### config.mk
export PLATFORM = sky130hd
export DESIGN_NAME = mem_cmd_master
export DESIGN_NICKNAME = d
export VERILOG_FILES = /design/src/rtl/mem_cmd_pkg.sv /design/src/rtl/mem_cmd_fifo.sv /design/src/rtl/mem_cmd_master.sv
export SDC_FILE = /design/constraint.sdc
export NUM_CORES = 1
export LEC_CHECK = 0
export ABC_AREA = 1
export BUFFER_PORTS_ARGS = -buffer_cell sky130_fd_sc_hd__buf_2
export CAP_MARGIN = 0
export CORE_ASPECT_RATIO = 1.75
export CORE_MARGIN = 5
export CORE_UTILIZATION = 25
export DETAILED_ROUTE_END_ITERATION = 8
export GPL_TIMING_DRIVEN = 0
export HOLD_SLACK_MARGIN = 0.15
export PLACE_DENSITY = 0.42
export SLEW_MARGIN = 0
export SYNTH_ARGS = -nofsm -noshare
export SYNTH_HDL_FRONTEND = slang
export SYNTH_SLANG_ARGS = --single-unit
export TNS_END_PERCENT = 10
### constraint.sdc
create_clock -name clk -period 3.7 [get_ports clk]
set_input_delay 0.74 -clock clk [delete_from_list [all_inputs] [get_ports clk]]
set_output_delay 0.74 -clock clk [all_outputs]
set_load 0.02 [all_outputs]
### src/rtl/mem_cmd_pkg.sv
// Shared types and constants for the memory command master and its FIFO.
package mem_cmd_pkg;

   // Widths the command record is built from; the top checks its own
   // parameters against these at elaboration.
   localparam int PKG_ADDR_W   = 8;
   localparam int PKG_DATA_W   = 32;
   localparam int PKG_MEM_SIZE = 16;

   typedef enum logic [1:0] {
      IDLE    = 2'd0,
      ISSUE   = 2'd1,
      CAPTURE = 2'd2,
      RESP    = 2'd3
   } state_e;

   typedef struct packed {
      logic                  wr;
      logic [PKG_ADDR_W-1:0] addr;
      logic [PKG_DATA_W-1:0] wdata;
   } cmd_t;

   // Writes return zero read data; reads return what the memory drove.
   function automatic logic [PKG_DATA_W-1:0] rsp_data_sel(
      input logic                  wr,
      input logic [PKG_DATA_W-1:0] rdata
   );
      return wr ? '0 : rdata;
   endfunction

endpackage

### src/rtl/mem_cmd_fifo.sv
// Synchronous command FIFO: power-of-two depth, wrapping pointers and an
// explicit occupancy counter. Push is refused when full, pop when empty.
module mem_cmd_fifo
   import mem_cmd_pkg::*;
#(
   parameter  int DEPTH = 4,
   localparam int CNT_W = $clog2(DEPTH) + 1
) (
   input  logic             clk,
   input  logic             reset,
   input  logic             i_push,
   input  cmd_t             i_push_cmd,
   input  logic             i_pop,
   output cmd_t             o_head,
   output logic             o_full,
   output logic             o_empty,
   output logic [CNT_W-1:0] o_count
);

   localparam int PTR_W = $clog2(DEPTH);

   cmd_t             r_mem [DEPTH];
   logic [PTR_W-1:0] r_wr_ptr;
   logic [PTR_W-1:0] r_rd_ptr;
   logic [CNT_W-1:0] r_count;
   logic             w_push_ok;
   logic             w_pop_ok;

   assign o_full    = (r_count == CNT_W'(DEPTH));
   assign o_empty   = (r_count == '0);
   assign w_push_ok = i_push && !o_full;
   assign w_pop_ok  = i_pop && !o_empty;
   assign o_head    = r_mem[r_rd_ptr];
   assign o_count   = r_count;

   // Storage write; contents need no reset because occupancy gates every read.
   always_ff @(posedge clk) begin
      if (w_push_ok) begin
         r_mem[r_wr_ptr] <= i_push_cmd;
      end
   end

   // Pointer and occupancy update; pointers wrap naturally at DEPTH.
   always_ff @(posedge clk or negedge reset) begin
      if (!reset) begin
         r_wr_ptr <= '0;
         r_rd_ptr <= '0;
         r_count  <= '0;
      end else begin
         if (w_push_ok) begin
            r_wr_ptr <= r_wr_ptr + 1'b1;
         end
         if (w_pop_ok) begin
            r_rd_ptr <= r_rd_ptr + 1'b1;
         end
         case ({w_push_ok, w_pop_ok})
            2'b10:   r_count <= r_count + 1'b1;
            2'b01:   r_count <= r_count - 1'b1;
            default: r_count <= r_count;
         endcase
      end
   end

endmodule

### src/rtl/mem_cmd_master.sv
// Command master: queues host read/write commands, issues them one at a
// time as a single-cycle memory access, captures the memory's answer and
// returns it on the response channel. One access outstanding at a time.
module mem_cmd_master
   import mem_cmd_pkg::*;
#(
   parameter  int ADDR_WIDTH = 8,
   parameter  int DATA_WIDTH = 32,
   parameter  int MEM_SIZE   = 16,
   parameter  int CMD_DEPTH  = 4,
   localparam int CNT_W      = $clog2(CMD_DEPTH) + 1
) (
   input  logic                  clk,
   input  logic                  reset,
   input  logic                  cmd_valid,
   output logic                  cmd_ready,
   input  logic                  cmd_wr,
   input  logic [ADDR_WIDTH-1:0] cmd_addr,
   input  logic [DATA_WIDTH-1:0] cmd_wdata,
   output logic                  rsp_valid,
   input  logic                  rsp_ready,
   output logic                  rsp_wr,
   output logic [DATA_WIDTH-1:0] rsp_rdata,
   output logic                  rsp_err,
   output logic                  mem_wr,
   output logic [ADDR_WIDTH-1:0] mem_addr,
   output logic [DATA_WIDTH-1:0] mem_wdata,
   input  logic [DATA_WIDTH-1:0] mem_rdata,
   input  logic                  mem_rsp,
   output logic [CNT_W-1:0]      cmd_count
);

   // The queued command record has fixed package widths, so the top-level
   // parameters must agree with them; the FIFO also needs a power-of-two depth.
   if (ADDR_WIDTH != PKG_ADDR_W || DATA_WIDTH != PKG_DATA_W ||
       MEM_SIZE != PKG_MEM_SIZE || CMD_DEPTH < 2 ||
       (CMD_DEPTH & (CMD_DEPTH - 1)) != 0) begin : g_param_check
      $error("mem_cmd_master: parameters inconsistent with mem_cmd_pkg or CMD_DEPTH not a power of two >= 2");
   end

   state_e                r_state;
   state_e                w_next_state;
   cmd_t                  r_issue;
   cmd_t                  w_push_cmd;
   cmd_t                  w_head;
   logic                  w_full;
   logic                  w_empty;
   logic                  w_pop;
   logic                  w_rsp_valid;
   logic                  w_mem_wr;
   logic                  r_rsp_wr;
   logic [DATA_WIDTH-1:0] r_rsp_rdata;
   logic                  r_rsp_err;

   assign w_push_cmd.wr    = cmd_wr;
   assign w_push_cmd.addr  = cmd_addr;
   assign w_push_cmd.wdata = cmd_wdata;

   mem_cmd_fifo #(
      .DEPTH      (CMD_DEPTH)
   ) u_fifo (
      .clk        (clk),
      .reset      (reset),
      .i_push     (cmd_valid),
      .i_push_cmd (w_push_cmd),
      .i_pop      (w_pop),
      .o_head     (w_head),
      .o_full     (w_full),
      .o_empty    (w_empty),
      .o_count    (cmd_count)
   );

   assign cmd_ready = !w_full;

   // FSM state register.
   always_ff @(posedge clk or negedge reset) begin
      if (!reset) begin
         r_state <= IDLE;
      end else begin
         r_state <= w_next_state;
      end
   end

   // Next-state, FIFO pop and strobe decode. A pop only happens from IDLE or
   // when the current response is being accepted, so one command is in flight.
   always_comb begin
      w_next_state = r_state;
      w_pop        = 1'b0;
      w_rsp_valid  = 1'b0;
      w_mem_wr     = 1'b0;
      case (r_state)
         IDLE: begin
            if (!w_empty) begin
               w_pop        = 1'b1;
               w_next_state = ISSUE;
            end
         end
         ISSUE: begin
            w_mem_wr     = r_issue.wr;
            w_next_state = CAPTURE;
         end
         CAPTURE: begin
            w_next_state = RESP;
         end
         RESP: begin
            w_rsp_valid = 1'b1;
            if (rsp_ready) begin
               if (!w_empty) begin
                  w_pop        = 1'b1;
                  w_next_state = ISSUE;
               end else begin
                  w_next_state = IDLE;
               end
            end
         end
         default: begin
            w_next_state = IDLE;
         end
      endcase
   end

   // Issue register: loaded from the FIFO head on pop, held for ISSUE and
   // CAPTURE so the memory address stays stable across both cycles.
   always_ff @(posedge clk or negedge reset) begin
      if (!reset) begin
         r_issue <= '0;
      end else if (w_pop) begin
         r_issue <= w_head;
      end
   end

   // Response capture at the end of CAPTURE; untouched while RESP waits.
   always_ff @(posedge clk or negedge reset) begin
      if (!reset) begin
         r_rsp_wr    <= 1'b0;
         r_rsp_rdata <= '0;
         r_rsp_err   <= 1'b0;
      end else if (r_state == CAPTURE) begin
         r_rsp_wr    <= r_issue.wr;
         r_rsp_rdata <= rsp_data_sel(r_issue.wr, mem_rdata);
         r_rsp_err   <= mem_rsp;
      end
   end

   assign rsp_valid = w_rsp_valid;
   assign rsp_wr    = r_rsp_wr;
   assign rsp_rdata = r_rsp_rdata;
   assign rsp_err   = r_rsp_err;
   assign mem_wr    = w_mem_wr;
   assign mem_addr  = r_issue.addr;
   assign mem_wdata = r_issue.wdata;

endmodule

==> results.py <==
metrics = {
    "global_routing": {
        "groute.usage.overall_pct": 11.4,
        "grt_first_pass_wirelength_mm": 40.2,
        "overflow": 0,
        "grt_start_max_net_pins": 55,
        "first_global_vias": 6967,
        "grt_antenna_before_repair": 4,
    },
    "floorplan": {
        "core.rowCount": 98,
        "floorplan.io_pins": 158,
        "fp.dieH_um": 277,
        "core_area_um2": 40600,
        "die_w_um": 163,
        "die_area_um2": 45100,
        "start_util_pct": 25.1,
    },
    "clock_network": {
        "number_of_sinks_on_the_clock_net": 248,
        "cts_repair_resize_count": 0,
        "clock_root_buffer_master": "clkbuf_16",
        "clock_latency_late_sink_ps": 520,
        "cts.reportedPaths.clkPinSlew_ps": 70,
        "tritoncts": "yes",
        "cts.hold.buffers_added": 0,
        "post_cts.repair.setup_buffers": 0,
        "cts.htree.levels": 1,
        "ctsLongestPathBuffers": 3,
        "cts-buffers-inserted": 25,
    },
    "setup_path": {
        "crit_chain": "inv_1 -> ha_1 -> clkinv_2 -> nand3_4 -> inv_2 -> buf_4 -> ha_1 -> inv_1 -> fa_1 -> or2_0 -> nand2_1 -> xor2_1",
        "timing_worst_setup_path_type": "register to register",
        "startpoint_of_the_worst_register_to_register_path": "r_state[0]",
        "r2r-end": "u_fifo.o_count[2]",
        "worst_ep_arrival_time_ps": 3050,
        "reg2reg_depth": 12,
        "worst_setup_path_start_kind": "register",
        "critical-path-slowest-cell": "dfrtp_1",
        "worst_setup_path_end_kind": "register",
        "cpPeakStageDelay_ps": 420,
        "crit_path_max_fanout": 10,
        "r2r_setup_slack_ps": 1100,
        "worstPathRequired_ps": 4150,
    },
    "run": {
        "count_of_max_cap_constraint_violations": 0,
    },
    "sta": {
        "fmax_ghz": 0.384,
        "final.period_utilization_pct": 70.3,
        "finalSetupViolations": 0,
        "grt_setup_unrepaired": "no",
        "final_hold_viol_count": 0,
        "time_the_worst_path_needs_with_i_o_delays_and_setup_ps": 2600,
        "worstMarginPinSlew_ps": 828,
        "timing.max_slew.rel_slack_pct": 44.7,
        "final_critical_path_setup_slack_ps": 1100,
        "slew_viol_final": 0,
        "timing.setup.tns_ps": 0,
        "final.hold.worst_slack_ps": 181,
        "fin_skew_ps": 8.72,
    },
    "placement": {
        "dpl_worst_slack_ps": 956,
        "placed_cells_incl_taps": 1644,
        "port_buffers": 157,
        "place_congestion": 0.723,
        "dpl-instance-area_um2": 11900,
        "dp_hpwl_mm": 18.1,
    },
    "yosys": {
        "synth_edf_count": 164,
        "postSynthNetCount": 1018,
        "synth_top_area_cell": "edfxtp_1",
        "portion_of_the_post_synthesis_area_used_by_sequential_elements_pct": 68.9,
        "yosysUniqueCellTypes": 26,
        "syn_area_um2": 10200,
        "yosys.area.top_type_share_pct": 48.3,
        "ys_ff_latch": 248,
        "synth_area_per_cell_um2": 11.0,
        "synth_cells": 929,
        "ys.warnings.count": 0,
        "yosys-top-cells-area": "edfxtp_1, dfrtp_1, nand2_1",
        "dominantRegCellSynth": "edfxtp_1",
        "async_flop_share_pct": 33.9,
    },
    "route": {
        "vias_cell": 3.98,
        "wire_per_inst_um": 15.4,
        "drt_iter0_drc": 332,
        "postRouteWirelength_mm": 26.0,
        "drt-pass1-iter-count": 4,
        "via_count": 6733,
        "drc": 0,
        "antenna_left": 0,
    },
    "layout": {
        "n_fill_cell": 4148,
        "nNetsFinal": 1210,
        "area.sequential_um2": 7030,
        "finish.utilization_pct": 31.5,
        "finalNonFillerCells": 1690,
        "flow.area_growth_from_synthesis_pct": 25.5,
        "design_area_um2": 12800,
        "layout-drive-gt1-share_pct": 25.9,
        "multiInputGateArea_um2": 2530,
    },
    "status": {
        "status": "complete, no violations",
    },
    "power_and_ir_drop": {
        "max-vdd-ir-drop_mv": 0.329,
        "total_power_mw": 11.3,
        "power.density_nw_per_um2": 881,
        "power.static_leakage_nw": 5.94,
    },
    "min_path": {
        "worstHoldPathType": "input pin to async pin",
    },
}
## layer usage
| metal | track usage, % | wire [um] | up-vias |
|---|---|---|---|
| met5 | 0 | 34 | - |
| met4 | 3.47 | 584 | 6 |
| met3 | 2.49 | 1570 | 44 |
| met2 | 22.0 | 13900 | 173 |
| met1 | 12.3 | 9960 | 3160 |
| li1 | - | - | 3350 |
## worst max-delay path by stage
stage	startpoint	endpoint	slack (ps)	cells past startpoint
detailed placement	rsp_ready	u_fifo.o_count[2]	960	12
floorplan	u_fifo.o_count[0]	u_fifo.r_mem[0][0]	590	4
global route	r_state[1]	u_fifo.o_count[2]	910	13
CTS	r_state[1]	u_fifo.o_count[2]	1060	13
global placement	cmd_valid	u_fifo.r_mem[0][23]	-1330	3
finish	r_state[0]	u_fifo.o_count[2]	1100	12
## logic make-up (layout without fill, tap and decap cells)
| logic type | after synthesis | count (layout) | share of synthesized area, % |
|---|---|---|---|
| AND/OR/NAND/NOR | 527 | 527 | 19.7 |
| buffers and inverters | 101 | 311 | 6.58 |
| AO/OA/AOI/OAI | 38 | 38 | 3.07 |
| flip-flops | 248 | 248 | 68.9 |
| XOR/XNOR | 4 | 4 | 0.344 |
| adder cells (fa/ha/maj) | 11 | 11 | 1.42 |
| other | 0 | 1 | 0 |
## power breakdown
group          switching (mW)  total (mW)  internal (mW)
clock network            1.08        2.68           1.60
logic                    2.86        4.52           1.66
registers               0.296        4.08           3.78
## layout by cell type, fill, tap and decap left out, drive strengths merged
master and n:
edfxtp 164, a21oi 2, clkinvlp 1, diode 1, fa 1, clkinv 8
buf 241, or2 1, inv 20, bufinv 3, a22o 32, xnor2 2
nand2 513, dfrtp 84, o21ai 3, nand3 3, nor2 10, ha 10
clkbuf 38, xor2 2, o211ai 1
## state kept, by name (all words and copies together), names as in the netlist
signal,cells
u_fifo.o_count,3
u_fifo.r_mem,164
mem_wdata,32
rsp_wr,1
mem_addr,8
r_state,2
rsp_rdata,32
r_issue,1
u_fifo.r_rd_ptr,2
rsp_err,1
u_fifo.r_wr_ptr,2
## critical path, delay by kind of cell (launching register included)
kind	cells	cell delay (ps)
adder cells (fa/ha/maj)	3	850
buffers and inverters	5	630
AND/OR/NAND/NOR	3	460
flip-flops	1	420
XOR/XNOR	1	140
## cells in the mapped netlist (4+ instances only)
| master | number |
|---|---|
| nor2_1 | 8 |
| nand2_1 | 511 |
| inv_1 | 15 |
| buf_2 | 16 |
| buf_6 | 14 |
| ha_1 | 10 |
| inv_2 | 4 |
| dfrtp_1 | 84 |
| buf_4 | 44 |
| edfxtp_1 | 164 |
| clkbuf_1 | 5 |
| a22o_1 | 32 |
## final cells by class
cell class / count / share of cell area (%)
well taps: 550 / 5.38
clock buffers: 33 / 5.69
inverters: 20 / 0.596
multi-input cells: 580 / 19.8
flip-flops and latches: 248 / 54.9
diodes: 1 / 0.0196
plain buffers: 81 / 4.64
repair buffers: 165 / 7.82
clock inverters: 12 / 1.19
(Power assumes the default switching activity.)
